<file path="src/rtl/data_mem_if_if.sv">
// Data-memory bus bundle between the load/store unit (master) and the memory
// or bus fabric (slave). Signal names follow the master's point of view.
interface data_mem_if_if;
    logic        mem_req_o;
    logic        mem_we_o;
    logic [31:0] mem_addr_o;
    logic [3:0]  mem_be_o;
    logic [31:0] mem_wdata_o;
    logic        mem_ack_i;
    logic [31:0] mem_rdata_i;

    modport master (
        output mem_req_o,
        output mem_we_o,
        output mem_addr_o,
        output mem_be_o,
        output mem_wdata_o,
        input  mem_ack_i,
        input  mem_rdata_i
    );

    modport slave (
        input  mem_req_o,
        input  mem_we_o,
        input  mem_addr_o,
        input  mem_be_o,
        input  mem_wdata_o,
        output mem_ack_i,
        output mem_rdata_i
    );
endinterface

</file>
<file path="src/rtl/data_mem_if.sv">
// Load/store bus adapter: turns a pipeline memory request into a single
// request/ack bus transaction with timeout, stalling the pipeline meanwhile.
module data_mem_if #(
    parameter int unsigned TIMEOUT_CYCLES = 15
) (
    input  logic          clk,
    input  logic          rst,
    input  logic          read_i,
    input  logic          write_i,
    input  logic          exception_i,
    input  logic [31:0]   addr_i,
    input  logic [31:0]   wdata_i,
    input  logic [3:0]    mask_i,
    output logic          stall_o,
    output logic          done_o,
    output logic          bus_err_o,
    output logic [31:0]   rdata_o,
    data_mem_if_if.master mem
);
    typedef enum logic [1:0] {
        IDLE = 2'd0,
        REQ  = 2'd1,
        DONE = 2'd2
    } state_e;

    // The abort fires in the REQ cycle whose starting count is TIMEOUT_CYCLES-1,
    // i.e. after exactly TIMEOUT_CYCLES REQ cycles without an ack.
    localparam logic [7:0] WAIT_LAST = 8'(TIMEOUT_CYCLES - 1);

    state_e      state_q, state_d;
    logic [7:0]  wait_cnt_q, wait_cnt_d;
    logic        we_q, we_d;
    logic [29:0] word_q, word_d;
    logic [3:0]  be_q, be_d;
    logic [31:0] wdata_q, wdata_d;
    logic [31:0] rdata_q, rdata_d;
    logic        err_q, err_d;
    logic        stall_d;

    logic valid_req;
    logic illegal_req;
    logic unused_addr_bits;

    assign valid_req        = (read_i | write_i) & ~exception_i;
    assign illegal_req      = read_i & write_i & ~exception_i;
    assign unused_addr_bits = ^addr_i[1:0];

    always_ff @(posedge clk or posedge rst) begin
        if (rst) begin
            state_q    <= IDLE;
            wait_cnt_q <= 8'd0;
            we_q       <= 1'b0;
            word_q     <= 30'd0;
            be_q       <= 4'd0;
            wdata_q    <= 32'd0;
            rdata_q    <= 32'd0;
            err_q      <= 1'b0;
        end else begin
            state_q    <= state_d;
            wait_cnt_q <= wait_cnt_d;
            we_q       <= we_d;
            word_q     <= word_d;
            be_q       <= be_d;
            wdata_q    <= wdata_d;
            rdata_q    <= rdata_d;
            err_q      <= err_d;
        end
    end

    always_comb begin
        state_d    = state_q;
        wait_cnt_d = wait_cnt_q;
        we_d       = we_q;
        word_d     = word_q;
        be_d       = be_q;
        wdata_d    = wdata_q;
        rdata_d    = rdata_q;
        err_d      = 1'b0;
        stall_d    = 1'b0;

        unique case (state_q)
            IDLE: begin
                if (illegal_req) begin
                    state_d = DONE;
                    err_d   = 1'b1;
                    stall_d = 1'b1;
                end else if (valid_req) begin
                    state_d    = REQ;
                    wait_cnt_d = 8'd0;
                    we_d       = write_i;
                    word_d     = addr_i[31:2];
                    be_d       = mask_i;
                    wdata_d    = wdata_i;
                    stall_d    = 1'b1;
                end
            end

            REQ: begin
                stall_d = 1'b1;
                // Ack is checked first so that it beats a coincident timeout.
                if (mem.mem_ack_i) begin
                    state_d = DONE;
                    if (!we_q) begin
                        rdata_d = mem.mem_rdata_i;
                    end
                end else if (wait_cnt_q == WAIT_LAST) begin
                    state_d = DONE;
                    err_d   = 1'b1;
                end else begin
                    wait_cnt_d = wait_cnt_q + 8'd1;
                end
            end

            DONE: begin
                state_d = IDLE;
            end

            default: begin
                state_d = IDLE;
            end
        endcase
    end

    // stall is gated by rst so the pipeline is released while reset is held.
    assign stall_o   = stall_d & ~rst;
    assign done_o    = (state_q == DONE);
    assign bus_err_o = err_q;
    assign rdata_o   = rdata_q;

    assign mem.mem_req_o   = (state_q == REQ);
    assign mem.mem_we_o    = we_q;
    assign mem.mem_addr_o  = {word_q, 2'b00};
    assign mem.mem_be_o    = be_q;
    assign mem.mem_wdata_o = wdata_q;
endmodule

</file>
<file path="src/flat_wrapper.sv">
// flat-port wrapper written by rule: the top's interface ports become plain ports
module data_mem_if_flat 
#(
    parameter int unsigned TIMEOUT_CYCLES = 15
)
  (clk, rst, read_i, write_i, exception_i, addr_i, wdata_i, mask_i, stall_o, done_o, bus_err_o, rdata_o, mem_mem_req_o, mem_mem_we_o, mem_mem_addr_o, mem_mem_be_o, mem_mem_wdata_o, mem_mem_ack_i, mem_mem_rdata_i);
  data_mem_if_if mem_i ();
  input  logic clk;
  input  logic rst;
  input  logic read_i;
  input  logic write_i;
  input  logic exception_i;
  input  logic [31:0] addr_i;
  input  logic [31:0] wdata_i;
  input  logic [3:0] mask_i;
  output logic stall_o;
  output logic done_o;
  output logic bus_err_o;
  output logic [31:0] rdata_o;
  output wire logic [$bits(mem_i.mem_req_o)-1:0] mem_mem_req_o;
  output wire logic [$bits(mem_i.mem_we_o)-1:0] mem_mem_we_o;
  output wire logic [$bits(mem_i.mem_addr_o)-1:0] mem_mem_addr_o;
  output wire logic [$bits(mem_i.mem_be_o)-1:0] mem_mem_be_o;
  output wire logic [$bits(mem_i.mem_wdata_o)-1:0] mem_mem_wdata_o;
  input wire logic [$bits(mem_i.mem_ack_i)-1:0] mem_mem_ack_i;
  input wire logic [$bits(mem_i.mem_rdata_i)-1:0] mem_mem_rdata_i;
  assign mem_mem_req_o = mem_i.mem_req_o;
  assign mem_mem_we_o = mem_i.mem_we_o;
  assign mem_mem_addr_o = mem_i.mem_addr_o;
  assign mem_mem_be_o = mem_i.mem_be_o;
  assign mem_mem_wdata_o = mem_i.mem_wdata_o;
  assign mem_i.mem_ack_i = mem_mem_ack_i;
  assign mem_i.mem_rdata_i = mem_mem_rdata_i;
  data_mem_if #(.TIMEOUT_CYCLES(TIMEOUT_CYCLES)) u_core (.clk(clk), .rst(rst), .read_i(read_i), .write_i(write_i), .exception_i(exception_i), .addr_i(addr_i), .wdata_i(wdata_i), .mask_i(mask_i), .stall_o(stall_o), .done_o(done_o), .bus_err_o(bus_err_o), .rdata_o(rdata_o), .mem(mem_i));
endmodule
</file>
<file path="config.mk">
export PLATFORM = sky130hd
export DESIGN_NAME = data_mem_if_flat
export DESIGN_NICKNAME = d
export VERILOG_FILES = /design/src/rtl/data_mem_if_if.sv /design/src/rtl/data_mem_if.sv /design/src/flat_wrapper.sv
export SDC_FILE = /design/constraint.sdc
export NUM_CORES = 1
export LEC_CHECK = 0
export CELL_PAD_IN_SITES_DETAIL_PLACEMENT = 1
export CELL_PAD_IN_SITES_GLOBAL_PLACEMENT = 2
export CORE_MARGIN = 1.5
export CORE_UTILIZATION = 28
export DETAILED_ROUTE_END_ITERATION = 7
export PLACE_DENSITY_LB_ADDON = 0.1
export SYNTH_ARGS = -nofsm -noshare
export SYNTH_HDL_FRONTEND = slang
export SYNTH_SLANG_ARGS = --single-unit
</file>
<file path="constraint.sdc">
create_clock -name clk -period 10.5 [get_ports clk]
set_input_delay 2.1 -clock clk [delete_from_list [all_inputs] [get_ports clk]]
set_output_delay 2.1 -clock clk [all_outputs]
set_load 0.01 [all_outputs]
</file>
# Word-level counts from Yosys, hierarchy flattened
# Cells that the tools add are included.
[classes]
add_sub_neg = 1
eq_ne = 9
muxes = 17
n_bitwise = 9
n_reduce_logical = 6
[op_table]
columns = ["cell", "count"]
rows = [
  ["$mux W8", 4],
  ["$pmux W8 S2", 1],
  ["$add A8 B1 Y8 const B", 1],
  ["$eq A8 B4 Y1 const B", 1],
  ["$mux W2", 4],
  ["$ne A2 B2 Y1 const B", 3],
  ["$ne A3 B1 Y1 const B", 2],
  ["$reduce_and A3 Y1", 2],
  ["$mux W1", 5],
  ["$reduce_and A5 Y1", 1],
  ["$and A1 B1 Y1", 4],
  ["$not A1 Y1", 4],
  ["$pmux W1 S2", 2],
  ["$pmux W2 S2", 1],
  ["$eq A2 B1 Y1 const B", 1],
  ["$eq A2 B2 Y1 const B", 1],
  ["$logic_not A2 Y1", 1],
  ["$ne A2 B1 Y1 const B", 1],
  ["$reduce_and A2 Y1", 1],
  ["$reduce_bool A2 Y1", 1],
  ["$or A1 B1 Y1", 1],
]
[totals]
reg_bits = 110
input_bits = 106
output_inout_bits = 105
wordCells = 50

# Logic depth before layout (Yosys ltp)
# Gate-level depths: netlist of run 1.
[depth]
depth_word = 6
mapped_depth = 7

# Worst setup path after synthesis of run 1
# Ideal clock, no wire load.
[synth_timing]
kind = "input port to output port"
start = "in write_i"
end = "out stall_o"
arrival_ns = 2.503
t_required_ns = 8.400
setup_slack_ns = 5.897
stages = 4
n_path_buf = 0
cell_sequence = "nor2_1 -> nor2_1 -> nor2_1 -> nor3_1"
[synth_via]
elab_chain_cells = 6
word_cells_on_any_way = 8
[synth_rtl]
columns = ["item", "line", "source"]
rows = [
  ["from (decl)", "flat_wrapper.sv:11", "input logic write_i;"],
  ["$or A1 B1 Y1", "data_mem_if.sv:44", "assign valid_req = (read_i | write_i) & ~exception_i;"],
  ["$and A1 B1 Y1", "data_mem_if.sv:44", ""],
  ["$mux W1", "data_mem_if.sv:87", "end else if (valid_req) begin"],
  ["$mux W1 *", "data_mem_if.sv:83", "if (illegal_req) begin"],
  ["$pmux W1 S2 *", "data_mem_if.sv:81", "unique case (state_q)"],
  ["$and A1 B1 Y1 *", "data_mem_if.sv:125", "assign stall_o = stall_d & ~rst;"],
  ["to (decl)", "flat_wrapper.sv:16", "output logic stall_o;"],
]
# Every way passes the cells marked *; elsewhere a longest branch is shown, timed or not.

# Final worst setup path of run 1
[layout_timing]
start = "in read_i"
end = "out stall_o"
[layout_via]
elab_chain_cells = 6
word_cells_on_any_way = 8
[layout_rtl]
columns = ["item", "line", "source"]
rows = [
  ["from (decl)", "flat_wrapper.sv:10", "input logic read_i;"],
  ["$or A1 B1 Y1", "data_mem_if.sv:44", ""],
  ["$and A1 B1 Y1", "data_mem_if.sv:44", ""],
  ["$mux W1", "data_mem_if.sv:87", ""],
  ["$mux W1 *", "data_mem_if.sv:83", ""],
  ["$pmux W1 S2 *", "data_mem_if.sv:81", ""],
  ["$and A1 B1 Y1 *", "data_mem_if.sv:125", ""],
]
# Marked as above.

==> results by group, run 1 <==
Setup path
  • Reg2reg path depth: 4
  • Most used cell, CP: nor2_1
  • Worst setup SP type: primary input
  • Launching point of the worst reg2reg path: u_core.state_q[0]$_DFFE_PP0P_
  • Slowest CP cell: clkdlybuf4s50_1
  • Crit-path cells: clkdlybuf4s50_1, nor2_1, nor2_1, nor2_1, nor3_1, clkdlybuf4s50_1
  • Crit-path max FO: 5
  • Arr. time, crit path: approximately 3.6 ns
  • RR Endpoint: u_core.wait_cnt_q[3]$_DFFE_PP0P_
  • Crit. End Element: output port
  • Crit-path max cell delay: ~0.57 ns
  • WS Path Type: primary input to output port
  • WP data required: between 8 and 9 ns
  • Setup crit start: read_i
  • FF-to-FF setup slack: 8.26 ns

Global route
  • Total Routing Usage GR: between 10% and 20%
  • Grt total ovfl: 0
  • Antenna violations before repair: 0
  • Number of global-route vias before repair: 3444
  • Largest net degree at the start of global routing: 81
  • First-pass GRT wire length: between 15 and 20 mm

Clocking
  • Clock Sinks: 110
  • H-tree levels: 3
  • Root Driver: clkbuf_16
  • Hold-fix buffers, CTS: 0
  • Clock latency at the later pin of the worst-skew pair: between 0.3 and 0.4 ns
  • Post-CTS Resized: 0
  • CTS tree: yes
  • Clock transition at the registers of the reported paths: about 0.07 ns
  • CTS buffer count: 9
  • # Post-CTS Setup Buffers: 0
  • Largest buffer count on any clock path: 2

Timing
  • Final setup TNS: 0 ns
  • Period minus WS final: roughly 5.7 ns
  • Tightest Pin Transition: 1.05 ns
  • Slew headroom: between 20% and 30%
  • Final Skew: around 0.0060 ns
  • Final period util: 54.0%
  • Max-slew violation count: 0
  • Setup repair after global routing missed its margin: no
  • Setup-failing EPs final: 0
  • Peak Freq: around 0.18 GHz
  • Final hold vios: 0

Yosys
  • Top post-synthesis cells by count: 110 x dfrtp_1, 68 x mux2_1, 30 x mux2_2, 7 x buf_2
  • Yosys warnings: 0
  • Most frequently used flop master after synthesis: dfrtp_1
  • Average size of a mapped cell: roughly 15 um2
  • Most frequent cell after synthesis: dfrtp_1
  • Largest family of logic cells by synthesized area: multiplexers
  • Synth Area in Compound Gates: between 3 and 4%
  • Fraction of synthesized cell area in xor and xnor cells: less than 1%
  • Cell area after synthesis: between 0.004 and 0.005 mm2
  • Seq/Total Area, Yosys: 62.9%
  • Post-synthesis register bit count: 110
  • Ys async rst share: 100%
  • Synth Area in Adders: less than 1%
  • Post-synthesis mux area share: approximately a quarter
  • Distinct cell type count after synthesis: 44
  • EDFF count, synth: 0
  • Leading area contributor after synthesis: dfrtp_1
  • Post-Synth Simple-Gate Area: 5.29%
  • Post-Syn Instances: approximately 290
  • Top-area cell type share of the netlist area: a little over three fifths
  • Synth area leaders: dfrtp_1 63%, mux2_1 17%, mux2_2 7.7%

Pwr
  • Power, Total: approximately 1.8 mW
  • PwrDens: between 200 and 300 mW/mm2
  • Peak VDD IR: 125 uV
  • Pleak: 2.84 nW

Min path
  • HP Class: flop to flop
  • Hold Path Depth: 1
  • Hold EP: u_core.word_q[7]$_DFFE_PP0P_
  • Hold Startpoint: u_core.word_q[7]$_DFFE_PP0P_

Final layout
  • Antenna diode count: 0
  • Fill count: ~1600
  • Final layout net count: 601
  • Area of the multi-input gates: around 0.0015 mm2
  • Synthesis-to-finish area growth: 57.7%
  • Register area: about 0.0028 mm2
  • Layout cells sized above 1: between 10% and 20%

Drt
  • Starting DRT DRC Count: 94
  • Detail Route Antenna Nets: 0
  • DR WL/cell: 16.6 um
  • Drt total wl: 11.8 mm
  • # DRC: 0
  • Drt pass-1 iters: 4
  • Via count: between 3000 and 4000
  • Via density: 4.39

Die
  • Die width: ~130 um
  • Die footprint: roughly 0.016 mm2
  • Initial Util: around 29%
  • Die height: ~130 um
  • Core Area: roughly 0.015 mm2
  • IO Count: between 200 and 250
  • Num rows: 45

Flow run
  • Max Cap Viol: 0

Placed design
  • IO buf count: 206
  • DP HPWL: 8.58 mm
  • GP Congestion: just over 0.7

Outcome
  • Status: complete, no violations
[power breakdown]
group          switching, mW  leakage, nW  internal [mW]  total [mW]
Sequential             0.106         1.32          0.623       0.730
Clock                  0.149        0.126          0.167       0.316
Combinational          0.300         1.39          0.497       0.797
Total                  0.555         2.84           1.29        1.84
[metal layers]
| layer | part of all wire (%) | vias to the layer above | wire [um] | track usage, % |
|---|---|---|---|---|
| met2 | 49 | 126 | 5790 | 25.6 |
| met1 | 41 | 1561 | 4780 | 17.6 |
| met3 | 9.3 | 5 | 1090 | 7.01 |
| met5 | 0 | - | 0 | 0 |
| li1 | - | 1419 | - | - |
| met4 | 0.84 | 0 | 99 | 3.57 |
[worst max-delay path, delay by kind of cell]
kind / cells / cell delay, ns
simple gates: 4 / 0.33
buf+inv: 2 / 1.14
[layout by cell type, fill, tap and decap left out, types with 2 or more instances in the layout]
master | synthesis | routed
clkdlybuf4s50_1 | 0 | 206
dfrtp_1 | 110 | 110
mux2_1 | 68 | 68
mux2_2 | 30 | 30
clkbuf_16 | 0 | 9
nand2_1 | 6 | 6
nor2_1 | 6 | 6
nand3_1 | 5 | 5
nor3_1 | 4 | 4
inv_1 | 4 | 3
a21oi_1 | 3 | 3
o21ai_0 | 3 | 3
clkbuf_1 | 0 | 3
inv_2 | 2 | 2
and3_1 | 2 | 2
ha_1 | 2 | 2
conb_1 | 1 | 2
clkinvlp_4 | 0 | 2
buf_4 | 2 | 2
[logic make-up after synthesis]
kind of cell | count (synthesis)
AO/OA/AOI/OAI | 17
XOR/XNOR | 1
adder cells (fa/ha/maj) | 2
buffers and inverters | 19
flip-flops | 110
multiplexers | 98
other | 1
AND/OR/NAND/NOR | 38
[registers in the layout, indices dropped and copies added (netlist names)]
signal	flops
u_core.mem.mem_we_o	1
u_core.wait_cnt_q	8
u_core.rdata_o	32
u_core.state_q	2
u_core.mem.mem_wdata_o	32
u_core.bus_err_o	1
u_core.mem.mem_be_o	4
u_core.word_q	30
[area by class of cell]
class                      count  area share, %
inverter                       6          0.362
sequential                   110           39.9
timing repair buffer         208           30.1
clock inverter                 3          0.290
multi-input combinational    158           22.0
clock buffer                  13           3.62
tap                          211           3.82
[worst max-delay path by stage]
| stage | end | cells after the start |
|---|---|---|
| floorplan | u_core.bus_err_o$_DFF_PP0_ | 1 |
| global placement | stall_o | 6 |
| detailed placement | stall_o | 6 |
| CTS | stall_o | 6 |
| global route | stall_o | 6 |
| finish | stall_o | 6 |
[per-stage QoR]
| step | utilization (%) | cell area (um2) | instances | worst slack (ns) | hold WS (ns) |
|---|---|---|---|---|---|
| 6_report | 45.3 | 6910 | 709 | 4.83 | 0.489 |
| 5_1_grt | 45.3 | 6910 | 709 | 4.74 | 0.514 |
| 4_1_cts | 45.3 | 6910 | 709 | 4.82 | 0.496 |
| 3_5_place_dp | 43.5 | 6640 | 693 | 4.82 | 0.481 |
| 3_3_place_gp | 43.5 | 6640 | 693 | 4.83 | 0.471 |
| 2_1_floorplan | - | 4380 | 287 | 5.50 | 0.481 |
Power figures use the tool's default switching activity.
==> run 2, diff against run 1 <==
--- a/config.mk
+++ b/config.mk
@@ -8,7 +8,7 @@
 export CELL_PAD_IN_SITES_DETAIL_PLACEMENT = 1
 export CELL_PAD_IN_SITES_GLOBAL_PLACEMENT = 2
 export CORE_MARGIN = 1.5
-export CORE_UTILIZATION = 28
+export CORE_UTILIZATION = 23
 export DETAILED_ROUTE_END_ITERATION = 7
 export PLACE_DENSITY_LB_ADDON = 0.1
 export SYNTH_ARGS = -nofsm -noshare
==> constraint.sdc (replaced) <==
create_clock -name clk -period 5.2 [get_ports clk]
set_input_delay 1.04 -clock clk [delete_from_list [all_inputs] [get_ports clk]]
set_output_delay 1.04 -clock clk [all_outputs]
set_load 0.01 [all_outputs]
==> run 2 against run 1 <==
Final cell count is 3.4% higher. Non-clock buffer count rose by 1. Via count rose by 0.90%. Clock power is 110% higher. Sequential share of layout area fell by 0.30 points. Cell area up 0.76%. Highest routed layer unchanged. Sequential power up 100%. Flip-flop and latch count unchanged. Critical endpoint unchanged. Largest power group unchanged. Clock skew up 0.0032 ns. Total power up 100%. Global-route usage shrank 2.7 points.
==> results by group, run 2 (same netlist as run 1, synthesis figures left out) <==
Outcome
  • Status: complete, no violations

Final layout
  • Leading cell types in the layout, fill and taps excluded: 206 x clkdlybuf4s50_1, 110 x dfrtp_1, 68 x mux2_1, 30 x mux2_2, 9 x clkbuf_16
  • Most common cell after layout, fill and taps aside: clkdlybuf4s50_1
  • Post-route cell area: 0.00696 mm2
  • Register area: 0.00275 mm2
  • Layout Cells excl Fill: roughly 730
  • Area of the multi-input gates: about 0.0015 mm2
  • Fill count: between 1500 and 2000
  • Synthesis-to-finish area growth: 58.9%
  • Final layout net count: around 600
  • Antenna diode count: 0
  • Layout cells sized above 1: about an eighth

Timing
  • Peak Freq: ~0.28 GHz
  • Period minus WS final: 3.53 ns
  • Final hold vios: 0
  • Slew headroom: around a third
  • Setup repair after global routing missed its margin: no
  • Final period util: 67.8%
  • Final setup TNS: 0 ns
  • Max-slew violation count: 0
  • Minimum hold slack: 0.491 ns
  • Tightest Pin Transition: a little over 1 ns
  • Final Skew: between 0.009 and 0.01 ns
  • Setup-failing EPs final: 0

Drt
  • DR WL/cell: about 16 um
  • Via density: about 4.3
  • Via count: roughly 3100
  • Starting DRT DRC Count: between 70 and 80
  • Detail Route Antenna Nets: 0
  • Drt total wl: roughly 12 mm
  • # DRC: 0
  • Drt pass-1 iters: 3

Die
  • Initial Util: a little under a quarter
  • Core Area: between 0.015 and 0.02 mm2
  • IO Count: 211
  • Die width: around 140 um
  • Num rows: 50
  • Die height: about 140 um
  • Die footprint: about 0.020 mm2

Global route
  • Total Routing Usage GR: about 12%
  • Largest net degree at the start of global routing: between 70 and 80
  • Number of global-route vias before repair: roughly 3500
  • Antenna violations before repair: 0
  • First-pass GRT wire length: between 15 and 20 mm
  • Grt total ovfl: 0

Clocking
  • Root Driver: clkbuf_16
  • CTS tree: yes
  • H-tree levels: 3
  • Clock latency at the later pin of the worst-skew pair: roughly 0.35 ns
  • Post-CTS Resized: 0
  • Largest buffer count on any clock path: 2
  • Clock Sinks: 110
  • Hold-fix buffers, CTS: 0
  • CTS buffer count: 9
  • Clock transition at the registers of the reported paths: around 0.08 ns
  • # Post-CTS Setup Buffers: 0

Min path
  • HP Class: flop to flop
  • Hold EP: u_core.rdata_o[20]$_DFFE_PP0P_
  • Hold Path Depth: 1
  • Hold Startpoint: u_core.rdata_o[20]$_DFFE_PP0P_

Setup path
  • Launching point of the worst reg2reg path: u_core.state_q[0]$_DFFE_PP0P_
  • Reg2reg path depth: 4
  • WP data required: 4.16 ns
  • FF-to-FF setup slack: a little under 3 ns
  • WS Path Type: primary input to output port
  • Crit. End Element: output port
  • Crit-path max FO: 5
  • RR Endpoint: u_core.wait_cnt_q[3]$_DFFE_PP0P_
  • Worst setup SP type: primary input
  • Arr. time, crit path: roughly 2.5 ns

Placed design
  • IO buf count: 206
  • DP HPWL: roughly 8.6 mm
  • GP Congestion: a little under 0.7
  • DP Area: 0.00667 mm2
  • Placed cells: ~720

Pwr
  • Peak VDD IR: 191 uV
  • PwrDens: around 540 mW/mm2
  • Pleak: between 2 and 3 nW

Flow run
  • Max Cap Viol: 0
-- run 2: changes by cell type in the layout (fill, tap and decap cells not counted) --
cell,previous run,this run
clkbuf_1,3,0
clkinvlp_4,2,1
clkinv_4,0,4
buf_4,2,3
-- run 2: power breakdown --
part           switching (mW)  internal [mW]
clock network           0.328          0.341
registers               0.217           1.26
logic                   0.605           1.00
total                    1.15           2.60
-- run 2: per-layer routing --
| layer | track usage (%) | up-vias | part of all wire (%) |
|---|---|---|---|
| li1 | - | 1415 | - |
| met1 | 14.9 | 1561 | 41 |
| met2 | 19.4 | 144 | 47 |
| met3 | 5.23 | 19 | 10 |
| met4 | 6.14 | 0 | 2.6 |
| met5 | 0 | - | 0 |
-- run 2: how the worst max path moves through the flow --
| stage | from | endpoint | slack [ns] | depth (start not counted) |
|---|---|---|---|---|
| after CTS | read_i | stall_o | 1.66 | 6 |
| final | read_i | stall_o | 1.67 | 6 |
| after global routing | read_i | stall_o | 1.60 | 6 |
| after floorplan | rst | u_core.bus_err_o$_DFF_PP0_ | 1.26 | 1 |
| after detailed placement | read_i | stall_o | 1.65 | 6 |
| after global placement | read_i | stall_o | 1.64 | 6 |
-- run 2: per-stage QoR --
step | setup WS [ns] | utilization [%] | total power, mW
6_report | 1.67 | 37.2 | 3.75
4_1_cts | 1.66 | 37.2 | 3.85
3_5_place_dp | 1.65 | 35.7 | 3.14
2_1_floorplan | 1.26 | - | 2.10
5_1_grt | 1.60 | 37.2 | 4.01
3_3_place_gp | 1.64 | 35.7 | 3.09
-- run 2: cell type report --
| type | instances | area share [%] |
|---|---|---|
| clock buffers | 10 | 3.43 |
| multi-input cells | 158 | 21.8 |
| clock inverters | 6 | 0.683 |
| repair buffers | 209 | 30.0 |
| well taps | 234 | 4.21 |
| inverters | 6 | 0.360 |
| flip-flops and latches | 110 | 39.6 |
-- run 2: critical path, cell delays in order --
cell and delay [ns]:
clkdlybuf4s50_1 0.56, nor2_1 0.06, nor2_1 0.08, nor2_1 0.04, nor3_1 0.14, clkdlybuf4s50_1 0.56
